`config.mk`:
```
export PLATFORM = sky130hd
export DESIGN_NAME = sqrt_f32_scheduler_flat
export DESIGN_NICKNAME = d
export VERILOG_FILES = /design/src/rtl/sqrt_f32_scheduler_pkg.sv /design/src/rtl/sqrt_f32_scheduler_if.sv /design/src/rtl/sqrt_f32_scheduler_sync_fifo_tagged.sv /design/src/rtl/sqrt_f32_scheduler.sv /design/src/flat_wrapper.sv
export SDC_FILE = /design/constraint.sdc
export NUM_CORES = 1
export LEC_CHECK = 0
export BUFFER_PORTS_ARGS = -buffer_cell sky130_fd_sc_hd__buf_2
export CORE_MARGIN = 3
export CORE_UTILIZATION = 36
export CTS_CLUSTER_DIAMETER = 150
export DETAILED_ROUTE_END_ITERATION = 10
export GPL_ROUTABILITY_DRIVEN = 1
export PLACE_DENSITY_LB_ADDON = 0.1
export SLEW_MARGIN = 10
export SYNTH_ARGS = -nofsm -noshare
export SYNTH_HDL_FRONTEND = slang
export SYNTH_SLANG_ARGS = --single-unit
```
`constraint.sdc`:
```
create_clock -name clk -period 5 [get_ports clk]
set_clock_uncertainty 0.2 [all_clocks]
set_input_delay 0.5 -clock clk [delete_from_list [all_inputs] [get_ports clk]]
set_output_delay 0.5 -clock clk [all_outputs]
set_load 0.02 [all_outputs]
```
`src/rtl/sqrt_f32_scheduler_pkg.sv`:
```
// Shared constants, FSM encoding and f32 special-operand classification for the sqrt scheduler.
// Latency: n/a (pure combinational helpers).
// Backpressure: n/a.
package sqrt_pkg;

    localparam logic [31:0] F32_QNAN    = 32'h7FC0_0000;
    localparam logic [31:0] F32_POS_INF = 32'h7F80_0000;
    localparam logic [31:0] F32_ZERO    = 32'h0000_0000;

    typedef enum logic [2:0] {
        IDLE   = 3'd0,
        LAUNCH = 3'd1,
        RUN    = 3'd2,
        BYPASS = 3'd3,
        DONE   = 3'd4
    } state_t;

    typedef struct packed {
        logic        is_special;
        logic [31:0] result;
    } f32_class_t;

    // Rule order matters: zero/denormal checks precede the sign check so -0 survives.
    function automatic f32_class_t f32_classify(input logic [31:0] a);
        f32_class_t c;
        logic       s;
        logic [7:0] e;
        logic [22:0] m;
        s = a[31];
        e = a[30:23];
        m = a[22:0];
        c.is_special = 1'b1;
        c.result     = F32_QNAN;
        if (e == 8'd0 && m == 23'd0)
            c.result = a;
        else if (e == 8'd0)
            c.result = F32_ZERO;
        else if (e == 8'hFF && m != 23'd0)
            c.result = F32_QNAN;
        else if (s)
            c.result = F32_QNAN;
        else if (e == 8'hFF)
            c.result = F32_POS_INF;
        else
            c.is_special = 1'b0;
        return c;
    endfunction

endpackage

```
`src/rtl/sqrt_f32_scheduler_if.sv`:
```
// Request, result and engine-side signal bundle of the sqrt scheduler.
// Latency: n/a. Backpressure: in_ready / out_ready valid-ready pairs.
// slave = scheduler side, master = PE/engine environment side.
interface sqrt_f32_scheduler_if #(
    parameter int TAG_W = 4
);
    logic             in_valid;
    logic             in_ready;
    logic [31:0]      in_a;
    logic [TAG_W-1:0] in_tag;
    logic             out_valid;
    logic             out_ready;
    logic [31:0]      out_sqrt;
    logic [TAG_W-1:0] out_tag;
    logic             out_err;
    logic             eng_rst;
    logic [31:0]      eng_a;
    logic             eng_rdy;
    logic [31:0]      eng_sqrt;

    modport slave (
        input  in_valid, in_a, in_tag, out_ready, eng_rdy, eng_sqrt,
        output in_ready, out_valid, out_sqrt, out_tag, out_err, eng_rst, eng_a
    );

    modport master (
        output in_valid, in_a, in_tag, out_ready, eng_rdy, eng_sqrt,
        input  in_ready, out_valid, out_sqrt, out_tag, out_err, eng_rst, eng_a
    );
endinterface

```
`src/rtl/sqrt_f32_scheduler_sync_fifo_tagged.sv`:
```
// Synchronous FIFO holding {operand, tag} requests; head is visible without a pop (fall-through).
// Latency: a push is visible at the head the cycle after it is written.
// Backpressure: push ignored when full, pop ignored when empty; full/count exported.
module sync_fifo_tagged #(
    parameter int DEPTH = 4,
    parameter int W     = 36
) (
    input  logic                   clk,
    input  logic                   rst,
    input  logic                   push,
    input  logic [W-1:0]           push_dat,
    input  logic                   pop,
    output logic [W-1:0]           pop_dat,
    output logic                   full,
    output logic                   empty,
    output logic [$clog2(DEPTH):0] count
);
    localparam int AW = $clog2(DEPTH);
    localparam int CW = AW + 1;

    logic [W-1:0]  mem [DEPTH];
    logic [AW-1:0] wr_ptr;
    logic [AW-1:0] rd_ptr;
    logic          do_push;
    logic          do_pop;

    assign full    = (count == CW'(DEPTH));
    assign empty   = (count == '0);
    assign do_push = push & ~full;
    assign do_pop  = pop & ~empty;
    assign pop_dat = mem[rd_ptr];

    always_ff @(posedge clk or posedge rst) begin
        if (rst) begin
            wr_ptr <= '0;
            rd_ptr <= '0;
            count  <= '0;
        end else begin
            if (do_push)
                wr_ptr <= wr_ptr + 1'b1;
            if (do_pop)
                rd_ptr <= rd_ptr + 1'b1;
            count <= count + CW'(do_push) - CW'(do_pop);
        end
    end

    // Storage needs no reset: count gates every read of stale entries.
    always_ff @(posedge clk) begin
        if (do_push)
            mem[wr_ptr] <= push_dat;
    end

endmodule

```
`src/rtl/sqrt_f32_scheduler.sv`:
```
// Front end for the iterative f32 sqrt engine: queues requests, bypasses IEEE specials, sequences eng_rst/eng_rdy.
// Latency: 2 cycles pop-to-result for specials, 1 + RST_CYCLES + engine + 1 for engine ops; one op in flight.
// Backpressure: in_ready drops when the FIFO is full; no pop while a result waits on out_ready. SQRT_TIMEOUT_EN adds a RUN watchdog.
module sqrt_f32_scheduler
    import sqrt_pkg::*;
#(
    parameter int DEPTH          = 4,
    parameter int TAG_W          = 4,
    parameter int RST_CYCLES     = 2,
    parameter int TIMEOUT_CYCLES = 1024
) (
    input  logic                  clk,
    input  logic                  rst,
    sqrt_f32_scheduler_if.slave   bus
);
    localparam int FW  = 32 + TAG_W;
    localparam int CW  = $clog2(DEPTH) + 1;
    localparam int RCW = (RST_CYCLES > 1) ? $clog2(RST_CYCLES) : 1;

    if (DEPTH < 2 || (DEPTH & (DEPTH - 1)) != 0 || RST_CYCLES < 1 || TIMEOUT_CYCLES < 1) begin : g_param_err
        $error("sqrt_f32_scheduler: illegal parameter set");
    end

    logic             fifo_push;
    logic             fifo_pop;
    logic             fifo_full;
    logic             fifo_empty;
    logic [CW-1:0]    fifo_cnt;
    logic [FW-1:0]    fifo_head;
    logic [31:0]      head_a;
    logic [TAG_W-1:0] head_tag;
    f32_class_t       head_cls;

    state_t           state,     state_nx;
    logic [RCW-1:0]   rst_cnt,   rst_cnt_nx;
    logic [31:0]      op_res,    op_res_nx;
    logic [TAG_W-1:0] op_tag,    op_tag_nx;
    logic             eng_rst_q, eng_rst_nx;
    logic [31:0]      eng_a_q,   eng_a_nx;
    logic [31:0]      res_sqrt,  res_sqrt_nx;
    logic [TAG_W-1:0] res_tag,   res_tag_nx;

    assign bus.in_ready = ~rst & (fifo_cnt != CW'(DEPTH));
    assign fifo_push    = bus.in_valid & bus.in_ready & ~fifo_full;

    sync_fifo_tagged #(
        .DEPTH (DEPTH),
        .W     (FW)
    ) u_fifo (
        .clk      (clk),
        .rst      (rst),
        .push     (fifo_push),
        .push_dat ({bus.in_a, bus.in_tag}),
        .pop      (fifo_pop),
        .pop_dat  (fifo_head),
        .full     (fifo_full),
        .empty    (fifo_empty),
        .count    (fifo_cnt)
    );

    assign {head_a, head_tag} = fifo_head;
    assign head_cls           = f32_classify(head_a);

`ifdef SQRT_TIMEOUT_EN
    localparam int TW = $clog2(TIMEOUT_CYCLES + 1);
    logic [TW-1:0] tmo_cnt;
    logic          res_err, res_err_nx;

    // Counts cycles spent in RUN; restarts from zero on every RUN entry.
    always_ff @(posedge clk or posedge rst) begin
        if (rst)
            tmo_cnt <= '0;
        else if (state == RUN)
            tmo_cnt <= tmo_cnt + 1'b1;
        else
            tmo_cnt <= '0;
    end

    always_ff @(posedge clk or posedge rst) begin
        if (rst)
            res_err <= 1'b0;
        else
            res_err <= res_err_nx;
    end

    assign bus.out_err = res_err;
`else
    assign bus.out_err = 1'b0;
`endif

    always_comb begin
        state_nx    = state;
        rst_cnt_nx  = rst_cnt;
        op_res_nx   = op_res;
        op_tag_nx   = op_tag;
        eng_rst_nx  = eng_rst_q;
        eng_a_nx    = eng_a_q;
        res_sqrt_nx = res_sqrt;
        res_tag_nx  = res_tag;
        fifo_pop    = 1'b0;
`ifdef SQRT_TIMEOUT_EN
        res_err_nx  = res_err;
`endif
        case (state)
            IDLE: begin
                eng_rst_nx = 1'b1;
                if (!fifo_empty) begin
                    fifo_pop  = 1'b1;
                    op_res_nx = head_cls.result;
                    op_tag_nx = head_tag;
                    if (head_cls.is_special) begin
                        state_nx = BYPASS;
                    end else begin
                        eng_a_nx   = head_a;
                        rst_cnt_nx = RCW'(RST_CYCLES - 1);
                        state_nx   = LAUNCH;
                    end
                end
            end
            LAUNCH: begin
                if (rst_cnt == '0) begin
                    eng_rst_nx = 1'b0;
                    state_nx   = RUN;
                end else begin
                    rst_cnt_nx = rst_cnt - 1'b1;
                end
            end
            RUN: begin
                if (bus.eng_rdy) begin
                    res_sqrt_nx = bus.eng_sqrt;
                    res_tag_nx  = op_tag;
                    eng_rst_nx  = 1'b1;
                    state_nx    = DONE;
`ifdef SQRT_TIMEOUT_EN
                    res_err_nx  = 1'b0;
                end else if (tmo_cnt == TW'(TIMEOUT_CYCLES - 1)) begin
                    res_sqrt_nx = F32_QNAN;
                    res_tag_nx  = op_tag;
                    res_err_nx  = 1'b1;
                    eng_rst_nx  = 1'b1;
                    state_nx    = DONE;
`endif
                end
            end
            BYPASS: begin
                res_sqrt_nx = op_res;
                res_tag_nx  = op_tag;
`ifdef SQRT_TIMEOUT_EN
                res_err_nx  = 1'b0;
`endif
                state_nx    = DONE;
            end
            DONE: begin
                if (bus.out_ready)
                    state_nx = IDLE;
            end
            default: begin
                eng_rst_nx = 1'b1;
                state_nx   = IDLE;
            end
        endcase
    end

    always_ff @(posedge clk or posedge rst) begin
        if (rst) begin
            state     <= IDLE;
            rst_cnt   <= '0;
            op_res    <= '0;
            op_tag    <= '0;
            eng_rst_q <= 1'b1;
            eng_a_q   <= '0;
            res_sqrt  <= '0;
            res_tag   <= '0;
        end else begin
            state     <= state_nx;
            rst_cnt   <= rst_cnt_nx;
            op_res    <= op_res_nx;
            op_tag    <= op_tag_nx;
            eng_rst_q <= eng_rst_nx;
            eng_a_q   <= eng_a_nx;
            res_sqrt  <= res_sqrt_nx;
            res_tag   <= res_tag_nx;
        end
    end

    assign bus.out_valid = (state == DONE);
    assign bus.out_sqrt  = res_sqrt;
    assign bus.out_tag   = res_tag;
    assign bus.eng_rst   = eng_rst_q;
    assign bus.eng_a     = eng_a_q;

endmodule

```
`src/flat_wrapper.sv`:
```
// flat-port wrapper written by rule: the top's interface ports become plain ports
module sqrt_f32_scheduler_flat import sqrt_pkg::*;
#(
    parameter int DEPTH          = 4,
    parameter int TAG_W          = 4,
    parameter int RST_CYCLES     = 2,
    parameter int TIMEOUT_CYCLES = 1024
)
  (clk, rst, bus_in_valid, bus_in_a, bus_in_tag, bus_out_ready, bus_eng_rdy, bus_eng_sqrt, bus_in_ready, bus_out_valid, bus_out_sqrt, bus_out_tag, bus_out_err, bus_eng_rst, bus_eng_a);
  sqrt_f32_scheduler_if #(.TAG_W(TAG_W)) bus_i ();
  input  logic clk;
  input  logic rst;
  input wire logic [$bits(bus_i.in_valid)-1:0] bus_in_valid;
  input wire logic [$bits(bus_i.in_a)-1:0] bus_in_a;
  input wire logic [$bits(bus_i.in_tag)-1:0] bus_in_tag;
  input wire logic [$bits(bus_i.out_ready)-1:0] bus_out_ready;
  input wire logic [$bits(bus_i.eng_rdy)-1:0] bus_eng_rdy;
  input wire logic [$bits(bus_i.eng_sqrt)-1:0] bus_eng_sqrt;
  output wire logic [$bits(bus_i.in_ready)-1:0] bus_in_ready;
  output wire logic [$bits(bus_i.out_valid)-1:0] bus_out_valid;
  output wire logic [$bits(bus_i.out_sqrt)-1:0] bus_out_sqrt;
  output wire logic [$bits(bus_i.out_tag)-1:0] bus_out_tag;
  output wire logic [$bits(bus_i.out_err)-1:0] bus_out_err;
  output wire logic [$bits(bus_i.eng_rst)-1:0] bus_eng_rst;
  output wire logic [$bits(bus_i.eng_a)-1:0] bus_eng_a;
  assign bus_i.in_valid = bus_in_valid;
  assign bus_i.in_a = bus_in_a;
  assign bus_i.in_tag = bus_in_tag;
  assign bus_i.out_ready = bus_out_ready;
  assign bus_i.eng_rdy = bus_eng_rdy;
  assign bus_i.eng_sqrt = bus_eng_sqrt;
  assign bus_in_ready = bus_i.in_ready;
  assign bus_out_valid = bus_i.out_valid;
  assign bus_out_sqrt = bus_i.out_sqrt;
  assign bus_out_tag = bus_i.out_tag;
  assign bus_out_err = bus_i.out_err;
  assign bus_eng_rst = bus_i.eng_rst;
  assign bus_eng_a = bus_i.eng_a;
  sqrt_f32_scheduler #(.DEPTH(DEPTH), .TAG_W(TAG_W), .RST_CYCLES(RST_CYCLES), .TIMEOUT_CYCLES(TIMEOUT_CYCLES)) u_core (.clk(clk), .rst(rst), .bus(bus_i));
endmodule
```
==> results of run 1 <==
==> per-layer routing <==
metal / track usage [%] / wire [µm] / part of all wire (%) / vias to the layer above
met5: 0 / 0 / 0 / -
met4: 3.28 / 456 / 2.2 / 0
met3: 3.00 / 1160 / 5.5 / 30
met2: 23.1 / 9910 / 47 / 158
met1: 19.8 / 9680 / 46 / 2712
li1: - / - / - / 2545
==> path summary, 6_finish.rpt <==
kind,startpoint,end
setup reg to reg,u_core.u_fifo.rd_ptr[0]$_DFFE_PP0P_,u_core.bus.eng_a[8]$_DFFE_PP0P_
hold reg to reg,u_core.bus.out_sqrt[6]$_DFFE_PP0P_,u_core.bus.out_sqrt[6]$_DFFE_PP0P_
min in group clk,bus_out_ready,u_core.state[2]$_DFFE_PP0P_
hold / removal,rst,u_core.bus.eng_a[5]$_DFFE_PP0P_
setup / recovery,u_core.u_fifo.rd_ptr[0]$_DFFE_PP0P_,u_core.bus.eng_a[8]$_DFFE_PP0P_
max in group asynchronous,rst,u_core.bus.out_sqrt[21]$_DFFE_PP0P_
==> through the flow <==
step	hold slack, ps	instance area (µm²)	power, W	worst slack (ps)	utilization (%)
final	4.64	12400	0.00740	1380	45.4
after global routing	38.2	12400	0.00784	969	45.4
after CTS	5.41	12400	0.00753	1250	45.4
after detailed placement	265	11100	0.00550	1300	40.8
after global placement	257	11100	0.00544	1330	40.8
after floorplan	242	10100	0.00479	1230	-
==> power by group <==
group          internal (W)  switching (W)
Clock               0.00118       0.000806
Combinational       0.00105        0.00126
Sequential          0.00275       0.000353
==> cells in the final DEF, fill, tap and decap left out, types with 12 or more instances in the layout <==
cell,count
dlygate4sd3_1,36
nor2_1,27
mux4_2,31
dfrtp_1,113
o21ai_0,35
nand2_1,52
clkbuf_1,12
mux2_4,28
clkbuf_16,29
and2_1,24
mux2i_1,32
buf_2,143
edfxtp_1,144
==> worst max-delay path: cells and delay by family (launching register included) <==
family / cells / cell delay (ps)
multiplexers: 2 / 1060
flip-flops: 1 / 900
AND/OR/NAND/NOR: 3 / 1340
==> area by class of cell <==
cell class / count / area (µm²)
flip-flops and latches: 260 / 7230
fillers: 2452 / 14900
clock inverters: 9 / 68.8
repair buffers: 183 / 1110
multi-input cells: 287 / 2650
inverters: 9 / 36.3
well taps: 372 / 465
clock buffers: 45 / 826
==> flip-flops by register name, summed over array words and instances, names as in the netlist <==
register	count
u_core.u_fifo.count	3
u_core.u_fifo.wr_ptr	2
u_core.bus.eng_a	32
u_core.op_res	32
u_core.u_fifo.mem	144
u_core.state	3
u_core.u_fifo.rd_ptr	2
u_core.bus.out_sqrt	32
u_core.op_tag	4
u_core.bus.eng_rst	1
u_core.rst_cnt	1
u_core.bus.out_tag	4
==> cells by family (layout without fill, tap and decap cells) <==
kind of cell | Yosys count | after routing | share of synthesized area [%]
xor+xnor | 5 | 5 | 0.435
simple gates | 126 | 126 | 5.95
compound gates | 45 | 45 | 2.40
buf+inv | 37 | 246 | 2.06
fa+ha+maj | 7 | 7 | 0.944
mux | 103 | 103 | 16.4
other cells | 1 | 1 | 0.0372
flops | 260 | 260 | 71.8
==> impl_metrics.json, run 1 <==
{
  "status": "finished clean",
  "place_inst": 1075,
  "synth_warnings": 0,
  "syn_nets": 664,
  "synthArstFlopShare_pct": 44.6,
  "netlist_top_cells_count": "144 x edfxtp_1, 115 x dfrtp_1, 53 x nand2_1",
  "cts_tree": "built",
  "synthMostInstantiatedCell": "edfxtp_1",
  "final_nets": 850,
  "synth-edff-count": 144,
  "clkLatencyLatePin_ps": 540,
  "rsz0062_at_grt": "false",
  "clk_pin_slew_ps": 60,
  "cts_sinks": 260,
  "gp_congestion": 0.730,
  "hold_viol_final": 0,
  "maxCapViolations": 0,
  "grt_max_degree": 73,
  "timing.fmax_mhz": 276,
  "num_io_pins": 145,
  "max_slew_margin_pct": 28.3,
  "rrSetupSlack_ps": 1380,
  "rr_worst_depth": 5,
  "design.die.area_um2": 30000,
  "rows": 60,
  "hp-class": "in -> async",
  "die_h_um": 173,
  "synthTopCellsByArea": "edfxtp_1 43%, dfrtp_1 29%, mux4_2 6.9%, mux2_4 4.2%, mux2i_1 3.2%",
  "cts.root.buffer_cell": "clkbuf_16",
  "grt_antenna_before_repair": 0,
  "setup_viol": 0,
  "yosys.area.top_type": "edfxtp_1",
  "grt_pass1_vias": 5877,
  "cts_resized": 0,
  "cts_max_level": 1,
  "synth_top_area_share_pct": 42.9,
  "crit_chain": "mux4_2, nor4_1, nand2_1, nand3b_4, mux2_2",
  "numCtsBuffers": 29,
  "synthDistinctLibCells": 39,
  "fin_crit_ps": 3620,
  "netlist_area_um2": 10100,
  "core_area_um2": 27300,
  "chipWidth_um": 173,
  "remaining_drc_errors": 0,
  "peakVddDrop_uv": 256,
  "track_usage_pct": 14.2,
  "tightest_slew_ps": 1080,
  "vias_per_cell": 4.67,
  "wl_per_cell_um": 18.2,
  "critPathCaptureType": "flop",
  "post_cts_buffers": 0,
  "dr.first_iter.drc_count": 208,
  "min_period_over_period_pct": 72.4,
  "drive_gt1_share_pct": 33.2,
  "leakage_nw": 5.22,
  "fin_tns_setup_ps": 0,
  "vias": 5445,
  "start_util_pct": 36.9,
  "synth_seq_cells": 260,
  "slowest_delay_ps": 900,
  "hpwl_um": 13400,
  "synthFlopType": "edfxtp_1",
  "diodes": 0,
  "critPathRequiredTime_ps": 5220,
  "avgSynthCellArea_um2": 17.2,
  "place.port_buffers": 143,
  "crit_fanout": 33,
  "synth_cells": 584,
  "ant_nets": 0,
  "grt_overflow_total": 0,
  "wl_um": 21200,
  "first_pass_iters": 4,
  "power_density_nw_per_um2": 597,
  "grt_pass1_wl_um": 34100,
  "ctsHoldBuffers": 36,
  "cp-start-kind": "flop",
  "slowest_stage": "dfrtp_2",
  "yosysSeqAreaShare_pct": 71.8,
  "cts_buffer_depth": 3,
  "fin_cells": 1165,
  "slew_viol_final": 0,
  "syn2layout_area_growth_pct": 23.0,
  "arrival_ps": 3840,
  "worstSetupPathType": "reg -> reg"
}
Note: power is estimated with default switching activity, not from simulation.
==> run 2: changes to the inputs <==
- clock period: 5 -> 3.2 ns (I/O delays scaled with it)
==> run 2 against run 1 <==
Critical path depth increased by 1. Total power increased by 58%. Highest routed layer unchanged. Final area increased by 4.1%. Clock power increased by 54%. Largest power group unchanged. Hold slack improved by 41 ps. Sequential power increased by 53%. Routed wire length increased by 1.7%. Core utilization increased by 1.9 points.
==> impl_metrics.json, run 2 (synthesis results as in run 1) <==
{
  "critPathCaptureType": "flop",
  "setup_viol": 0,
  "final_nets": 896,
  "chipWidth_um": 173,
  "dr.first_iter.drc_count": 318,
  "maxCapViolations": 0,
  "gp_congestion": 0.734,
  "slowest_stage": "mux4_1",
  "slew_viol_final": 0,
  "crit_fanout": 30,
  "tightest_slew_ps": 1060,
  "fin_total_pwr_w": 0.0117,
  "grt_overflow_total": 0,
  "grt_pass1_vias": 6053,
  "post_cts_buffers": 0,
  "remaining_drc_errors": 0,
  "fin_tns_setup_ps": 0,
  "rows": 60,
  "largest-register": "u_core.u_fifo.mem",
  "ant_nets": 0,
  "critPathRequiredTime_ps": 3410,
  "slowest_delay_ps": 650,
  "cts.root.buffer_cell": "clkbuf_16",
  "vias": 5629,
  "hold_viol_final": 0,
  "grt_pass1_wl_um": 34800,
  "leakage_nw": 5.45,
  "track_usage_pct": 14.5,
  "design.die.area_um2": 30000,
  "core_area_um2": 27300,
  "hpwl_um": 13900,
  "cp-start-kind": "flop",
  "worstSetupPathType": "reg -> reg",
  "start_util_pct": 36.9,
  "syn2layout_area_growth_pct": 28.1,
  "clkLatencyLatePin_ps": 530,
  "cts_sinks": 260,
  "min_period_over_period_pct": 90.0,
  "cts_buffer_depth": 3,
  "regArea_um2": 7230,
  "multi_input_area_um2": 2650,
  "drive_gt1_share_pct": 33.3,
  "power_density_nw_per_um2": 905,
  "crit_chain": "buf_12, mux4_1, nor2_1, nand3b_4, buf_4, mux2_4",
  "die_h_um": 173,
  "clk_pin_slew_ps": 60,
  "grt_max_degree": 71,
  "timing.fmax_mhz": 347,
  "hp-class": "in -> reg",
  "vias_per_cell": 4.65,
  "final_common_cell": "edfxtp_1",
  "postPlaceCellArea_um2": 11300,
  "place.port_buffers": 143,
  "cts_max_level": 1,
  "final_cell_mix": "144 x edfxtp_1, 143 x buf_2, 113 x dfrtp_1",
  "numCtsBuffers": 28,
  "status": "finished clean",
  "cts_tree": "built",
  "finalInstanceArea_um2": 12900,
  "arrival_ps": 3090,
  "first_pass_iters": 4,
  "rsz0062_at_grt": "false",
  "num_io_pins": 145,
  "nFillCells": 2398,
  "fin_crit_ps": 2880,
  "wl_per_cell_um": 17.8,
  "largest_reg_flops": 144,
  "wl_um": 21600,
  "max_slew_margin_pct": 29.4,
  "peakVddDrop_uv": 407,
  "grt_antenna_before_repair": 1,
  "final_core_utilization_pct": 47.3
}
==> run 2: final cells by class <==
| type | count | share of cell area [%] |
|---|---|---|
| Clock inverter | 6 | 0.233 |
| Antenna cell | 1 | 0.0194 |
| Timing Repair Buffer | 230 | 12.6 |
| Clock buffer | 46 | 6.67 |
| Sequential cell | 260 | 56.1 |
| Multi-Input combinational cell | 287 | 20.6 |
| Inverter | 9 | 0.291 |
| Tap cell | 372 | 3.61 |
==> run 2: path summary, 6_finish.rpt <==
kind,start,endpoint,slack [ps],cells after the start
hold reg to reg,u_core.bus.out_sqrt[13]$_DFFE_PP0P_,u_core.bus.out_sqrt[13]$_DFFE_PP0P_,270,2
min in group asynchronous,rst,u_core.u_fifo.count[0]$_DFF_PP0_,280,3
hold / removal,bus_in_valid,u_core.u_fifo.wr_ptr[0]$_DFFE_PP0N_,50,3
max in group asynchronous,rst,u_core.bus.out_sqrt[18]$_DFFE_PP0P_,1710,4
setup reg to reg,u_core.u_fifo.rd_ptr[0]$_DFFE_PP0P_,u_core.bus.eng_a[23]$_DFFE_PP0P_,320,6
setup / recovery,u_core.u_fifo.rd_ptr[0]$_DFFE_PP0P_,u_core.bus.eng_a[23]$_DFFE_PP0P_,320,6
==> run 2: where the power goes <==
part	internal, W	switching [W]	leakage [nW]	total, W
combinational	0.00177	0.00210	2.29	0.00387
sequential	0.00430	0.000455	2.72	0.00475
clock	0.00182	0.00122	0.441	0.00304
==> run 2: per-layer routing <==
metal  vias to the layer above  GRT usage, %  part of all wire [%]
li1                       2635             -                     -
met1                      2818          20.2                    46
met2                       142          24.0                    47
met3                        34          2.61                   4.2
met4                         0          3.61                   2.3
met5                         -             0                     0
==> run 2: through the flow <==
stage | hold WS, ps | worst slack, ps | cells
3_5_place_dp | 265 | 267 | 1088
5_1_grt | 68.3 | 104 | 1211
2_1_floorplan | 219 | 243 | 584
6_report | 45.6 | 321 | 1211
4_1_cts | 21.1 | 249 | 1210
3_3_place_gp | 256 | 288 | 1088
==> run 2: worst max-delay path: cells and delay by family (launching register included) <==
kind,cells,cell delay (ps)
buffers and inverters,2,580
flip-flops,1,540
AND/OR/NAND/NOR,2,480
multiplexers,2,960
==> run 2: what timing repair did <==
item	in CTS	in global routing
gates resized for setup	0	0
endpoints found under the setup margin	0	0
hold buffers	70	0
endpoints found under the hold margin	204	0
